==> src/rtl/qos_mm_regs.sv <==
// QoS channel-selector register block: config, status, and per-channel error
// counters with W1C and periodic auto-clear; 1-cycle registered read path.
module qos_errcnt_lane (
  input  logic       rclk,
  input  logic       rst,
  input  logic       clr,
  input  logic       inc,
  output logic [7:0] cnt
);
  // a clear wins over a coincident increment; the event is dropped
  always_ff @(posedge rclk) begin
    if (rst)                        cnt <= '0;
    else if (clr)                   cnt <= '0;
    else if (inc && cnt != 8'hFF)   cnt <= cnt + 8'd1;
  end
endmodule

module qos_mm_regs #(
  parameter int NUM_CH = 4
) (
  input  logic               rclk,
  input  logic               rst,
  input  logic               mm_write_en,
  input  logic               mm_read_en,
  input  logic [7:0]         mm_addr,
  input  logic [31:0]        mm_wdata,
  output logic [31:0]        mm_rdata,
  output logic               fallback_enable,
  output logic               manual_enable,
  output logic [1:0]         manual_channel,
  output logic [7:0]         channel_priority,
  output logic [19:0]        reset_timer,
  input  logic [1:0]         active_channel,
  input  logic [NUM_CH-1:0]  signal_present,
  input  logic [NUM_CH-1:0]  error_pulse
);
  localparam logic [7:0]  A_CONFIG = 8'h00;
  localparam logic [7:0]  A_STATUS = 8'h01;
  localparam logic [7:0]  A_ERRCNT = 8'h02;
  localparam logic [7:0]  A_ID     = 8'h03;
  localparam logic [31:0] ID_VAL   = 32'h5153_0001;

  logic                   wr_cfg, wr_err, rd_status;
  logic [3:0]             prio_seen;
  logic                   prio_ok;
  logic                   prio_err;
  logic [19:0]            tmr;
  logic                   tmr_hit;
  logic [NUM_CH-1:0]      cnt_clr;
  logic [NUM_CH-1:0][7:0] cnt;
  logic [31:0]            rd_val;

  assign wr_cfg    = mm_write_en && (mm_addr == A_CONFIG);
  assign wr_err    = mm_write_en && (mm_addr == A_ERRCNT);
  assign rd_status = mm_read_en  && (mm_addr == A_STATUS);

  // priority field is legal only if its four 2-bit entries cover 0..3
  always_comb begin
    prio_seen = '0;
    for (int i = 0; i < 4; i++) prio_seen[mm_wdata[4+2*i +: 2]] = 1'b1;
  end
  assign prio_ok = &prio_seen;

  always_ff @(posedge rclk) begin
    if (rst) begin
      fallback_enable  <= 1'b1;
      manual_enable    <= 1'b0;
      manual_channel   <= 2'd0;
      channel_priority <= 8'hE4;
      reset_timer      <= '0;
    end else if (wr_cfg) begin
      fallback_enable <= mm_wdata[0];
      manual_enable   <= mm_wdata[1];
      manual_channel  <= mm_wdata[3:2];
      reset_timer     <= mm_wdata[31:12];
      if (prio_ok) channel_priority <= mm_wdata[11:4];
    end
  end

  // sticky error: a new set in the read cycle survives the read-clear
  always_ff @(posedge rclk) begin
    if (rst)                      prio_err <= 1'b0;
    else if (wr_cfg && !prio_ok)  prio_err <= 1'b1;
    else if (rd_status)           prio_err <= 1'b0;
  end

  assign tmr_hit = (reset_timer != '0) && (tmr == reset_timer - 20'd1);

  always_ff @(posedge rclk) begin
    if (rst || wr_cfg || reset_timer == '0 || tmr_hit) tmr <= '0;
    else                                               tmr <= tmr + 20'd1;
  end

  for (genvar g = 0; g < NUM_CH; g++) begin : g_cnt
    assign cnt_clr[g] = tmr_hit || (wr_err && mm_wdata[g]);
    qos_errcnt_lane u_lane (
      .rclk (rclk),
      .rst  (rst),
      .clr  (cnt_clr[g]),
      .inc  (error_pulse[g]),
      .cnt  (cnt[g])
    );
  end

  always_comb begin
    rd_val = '0;
    case (mm_addr)
      A_CONFIG: rd_val = {reset_timer, channel_priority, manual_channel,
                          manual_enable, fallback_enable};
      A_STATUS: rd_val = {25'b0, prio_err, signal_present, active_channel};
      A_ERRCNT: rd_val = cnt;
      A_ID:     rd_val = ID_VAL;
      default:  rd_val = '0;
    endcase
  end

  always_ff @(posedge rclk) begin
    if (rst)             mm_rdata <= '0;
    else if (mm_read_en) mm_rdata <= rd_val;
  end
endmodule

==> config.mk <==
export PLATFORM = sky130hd
export DESIGN_NAME = qos_mm_regs
export DESIGN_NICKNAME = d
export VERILOG_FILES = /design/src/rtl/qos_mm_regs.sv
export SDC_FILE = /design/constraint.sdc
export NUM_CORES = 1
export LEC_CHECK = 0
export BUFFER_PORTS_ARGS = -buffer_cell sky130_fd_sc_hd__buf_4
export CAP_MARGIN = 40
export CORE_MARGIN = 1.5
export CORE_UTILIZATION = 50
export CTS_BUF_LIST = sky130_fd_sc_hd__clkbuf_2
export CTS_CLUSTER_SIZE = 30
export DETAILED_ROUTE_END_ITERATION = 6
export GPL_ROUTABILITY_DRIVEN = 0
export MAX_ROUTING_LAYER = met4
export PLACE_DENSITY = 0.73
export SYNTH_ARGS = -nofsm -noshare
export SYNTH_HDL_FRONTEND = slang
export SYNTH_SLANG_ARGS = --single-unit
==> constraint.sdc <==
create_clock -name rclk -period 3.65 [get_ports rclk]
set_input_delay 0.73 -clock rclk [delete_from_list [all_inputs] [get_ports rclk]]
set_output_delay 0.73 -clock rclk [all_outputs]
set_load 0.1 [all_outputs]
==> flow_summary.rst <==
.. list-table::
   :header-rows: 1

   * - Metric
     - Value
   * - Result of the run
     - complete, no violations
   * - Share of power burned in registers
     - 0.543
   * - Final-report setup violation count
     - 0
   * - Hold path endpoint
     - reset_timer[6]
   * - DRC errors left
     - 0
   * - Peak supply drop
     - 293 uV
   * - Port Buffer Count
     - 117
   * - Maximum root-to-sink buffer count
     - 2
   * - Initial core utilization
     - 0.521
   * - GR Layer Usage met3
     - 0.0482
   * - First-pass iteration count of the detailed router
     - 5
   * - WHS Path Cells
     - 3
   * - Half-perimeter wire length after detailed placement
     - 12400 microns
   * - Arrival time worst endpoint
     - 3.77 ns
   * - Timing-limited maximum frequency
     - 0.316 GHz
   * - Area growth from synthesis to layout
     - 20.3%
   * - Pwr/cell area
     - 331 mW/mm^2
   * - Post-synthesis sequential area ratio
     - 0.389
   * - Overall die area
     - 0.0127 sq mm
   * - Area of the mapped netlist
     - 0.00602 sq mm
   * - Clock tree from TritonCTS
     - done
   * - Overflow after GRT
     - 0
   * - GR Layer Usage met2
     - 0.461
   * - Die Height
     - 113 microns
   * - GRT met1 Usage
     - 0.364
   * - Fraction of layout cells with a size suffix above 1
     - 0.212
   * - RSZ-0062 raised after global routing
     - no
   * - Setup TNS Final
     - 0 ns
   * - Launch point of the worst hold path
     - mm_wdata[18]
   * - Actual slew at the worst max-slew pin
     - 0.903 ns
   * - Root Driver
     - clkbuf_2
   * - Element type at the critical path start
     - register
   * - Synth Area per Inst
     - 8.04 sq um
   * - Post-synth ARST share
     - 0
   * - Wire length of the first global-routing pass
     - 28000 microns
   * - Via total after detailed routing
     - 5821
   * - R2r setup slk
     - 0.48 ns
   * - Hold Violations, Final
     - 0
   * - Max-cap viol count
     - 0
   * - Number of sinks driven by the clock tree
     - 117
   * - Final wirelength
     - 17000 microns
   * - Source-to-sink clock delay at the later pin of the worst-skew pair
     - 0.71 ns
   * - Most used DFF post-synth
     - dfxtp_1
   * - Slew Limit Headroom
     - 0.398
   * - Vias in the first global route
     - 5613
   * - Number of pins exceeding their max-slew limit in the final report
     - 0
   * - Post-cts sizing count
     - 0
   * - LEAKAGE
     - 2.92 nW
   * - Fraction of power consumed by combinational cells
     - 0.070
   * - Portion of the clock cycle consumed by the worst path in the final layout
     - 0.868
   * - Hold crit path type
     - input port to register
   * - Final net count
     - 915
   * - Number of buffers created by CTS
     - 17
   * - Post-cts hold buffer count
     - 0
   * - Most common cell after layout, fill and taps aside
     - buf_4
   * - Busiest grt layer
     - met2
   * - Critical Setup Path Class
     - register to register
   * - I/O Pins
     - 118
   * - Switching share of power
     - 0.244
   * - Worst setup EP type
     - register
   * - Highest net fanout along the worst path
     - 32
   * - Number of nets with antenna violations after detailed routing
     - 0
   * - Vias per inst
     - 5.75
   * - Total internal power
     - 1.81 mW
   * - Post-Place Cell Area
     - 0.00698 sq mm
   * - Die Span X
     - 113 microns
   * - Flop and latch count out of synthesis
     - 117
   * - Min Clock Period, post-route
     - 3.17 ns
   * - Post-synthesis cell count
     - 749
   * - Net switching power
     - 0.586 mW
   * - Worst reg2reg path endpoint
     - g_cnt[3].u_lane.cnt[2]
   * - Count of distinct cell types in the synthesized netlist
     - 57
   * - Multi-input gate area in the final layout
     - 0.00344 sq mm
   * - Total of warnings raised by yosys
     - 0
   * - Net count after synthesis
     - 809
   * - Routed len/inst
     - 16.8 microns
   * - Number of setup buffers added after CTS
     - 0
   * - Footprint of the flip-flops and latches
     - 0.00234 sq mm
   * - Floorplan core area
     - 0.0116 sq mm
   * - Layout Cell Area excl Fill
     - 0.00724 sq mm
   * - Number of enable flip-flop cells after synthesis
     - 0
   * - Length in cells of the worst reg-to-reg path
     - 10
   * - Row Count
     - 39
   * - Count of routing violations after the opening detailed-route iteration
     - 531
   * - Initial antenna violation count
     - 1
   * - Layout fillers
     - 1020
   * - Required time of the critical path
     - 4.25 ns
   * - Power share of the clock group
     - 0.387
   * - Reg2Reg Launch Point
     - reset_timer[0]
   * - Maximum number of pins on one net before global-route repair
     - 89
   * - Clk slew on worst S/H paths
     - 0.18 ns
   * - H-tree depth
     - 4
   * - Worst hold-check slack
     - 0.248 ns
   * - Final setup skew
     - 0.0207 ns
   * - Top library cells by usage in the layout, fill and taps aside
     - 130 x buf_4, 117 x dfxtp_1, 114 x nand2_1
   * - Overall fraction of global-route tracks in use
     - 0.288
## layout make-up
cell class                 count  share of cell area
clock inverter                12              0.0221
timing repair buffer         130               0.135
tap                          143              0.0247
inverter                      11             0.00570
multi-input combinational    578               0.475
sequential                   117               0.323
clock buffer                  20              0.0138
antenna                        1            0.000346
## state kept, by name, summed over array words and instances (netlist names)
signal and flops:
g_cnt.u_lane.cnt 32, channel_priority 8, fallback_enable 1, tmr 20, manual_channel 2, prio_err 1
manual_enable 1, reset_timer 20, mm_rdata 32
## layer usage
| layer | wire (microns) | share of wire | up-vias |
|---|---|---|---|
| met5 | 0 | 0 | - |
| met4 | 427 | 0.025 | 0 |
| met3 | 852 | 0.050 | 30 |
| met2 | 8150 | 0.48 | 185 |
| met1 | 7580 | 0.45 | 2767 |
| li1 | - | - | 2839 |
## cell usage after synthesis (all sizes together) (5+ instances only)
cell / instances / area [sq um]
o21ai: 20 / 100
inv: 10 / 37.5
nor3: 10 / 55.1
or3: 5 / 36.3
a22oi: 26 / 195
a31oi: 8 / 50.1
nor3b: 8 / 75.1
buf: 8 / 70.1
dfxtp: 117 / 2340
nand3: 19 / 95.1
nand2: 114 / 428
xor2: 32 / 280
mux2i: 18 / 180
ha: 6 / 75.1
nor2b: 11 / 68.8
clkbuf: 35 / 131
nand2b: 5 / 31.3
a211oi: 5 / 42.5
xnor2: 37 / 324
nand4: 18 / 119
or2: 5 / 31.3
a211o: 5 / 43.8
nor4: 23 / 180
nor2: 105 / 412
a21oi: 56 / 280
and3: 6 / 37.5
## critical path, stage by stage (launching register included)
cell and delay, ns:
dfxtp_1 0.43, inv_1 0.09, ha_1 0.23, nor3b_1 0.37, nand2_1 0.16, or3_1 0.39, xnor2_1 0.14, or4_1 0.56
nor4_4 0.18, buf_4 0.40, nor3b_1 0.10
## how the worst max path moves through the flow
| stage | startpoint | end | slack (ns) |
|---|---|---|---|
| CTS | reset_timer[0] | g_cnt[3].u_lane.cnt[2] | 0.54 |
| finish | reset_timer[0] | g_cnt[3].u_lane.cnt[2] | 0.48 |
| detailed placement | reset_timer[0] | g_cnt[2].u_lane.cnt[1] | 0.58 |
| floorplan | reset_timer[0] | g_cnt[1].u_lane.cnt[1] | 0.35 |
| global route | reset_timer[0] | g_cnt[3].u_lane.cnt[1] | 0.29 |
| global placement | reset_timer[0] | g_cnt[3].u_lane.cnt[3] | 0.69 |
## power by group through the flow
stage / combinational [mW] / sequential, mW / clock (mW)
2_1_floorplan: 0.0893 / 1.33 / 0
3_3_place_gp: 0.161 / 1.33 / 0
3_5_place_dp: 0.167 / 1.33 / 0
4_1_cts: 0.167 / 1.30 / 0.950
5_1_grt: 0.184 / 1.30 / 1.01
6_report: 0.168 / 1.30 / 0.930
## cells by family (layout without fill, tap and decap cells)
logic type                 after synthesis  count (layout)  share of synthesized area
AOI/OAI and AO/OA                      136             136                      0.140
muxes                                   19              19                     0.0318
and+or+nand+nor                        348             348                      0.286
DFF                                    117             117                      0.389
xor gates and xnor gates                69              69                      0.100
adders and majority gates                6               6                     0.0125
other                                    0               1                          0
buffers and inverters                   54             173                     0.0403
## through the flow
step	power, mW	setup slack (ns)	instances	util
floorplan	1.42	0.352	749	-
global placement	1.49	0.694	979	0.603
detailed placement	1.49	0.585	979	0.603
CTS	2.42	0.541	1011	0.626
global route	2.50	0.291	1012	0.626
finish	2.40	0.480	1012	0.626
(Power assumes the default switching activity.)
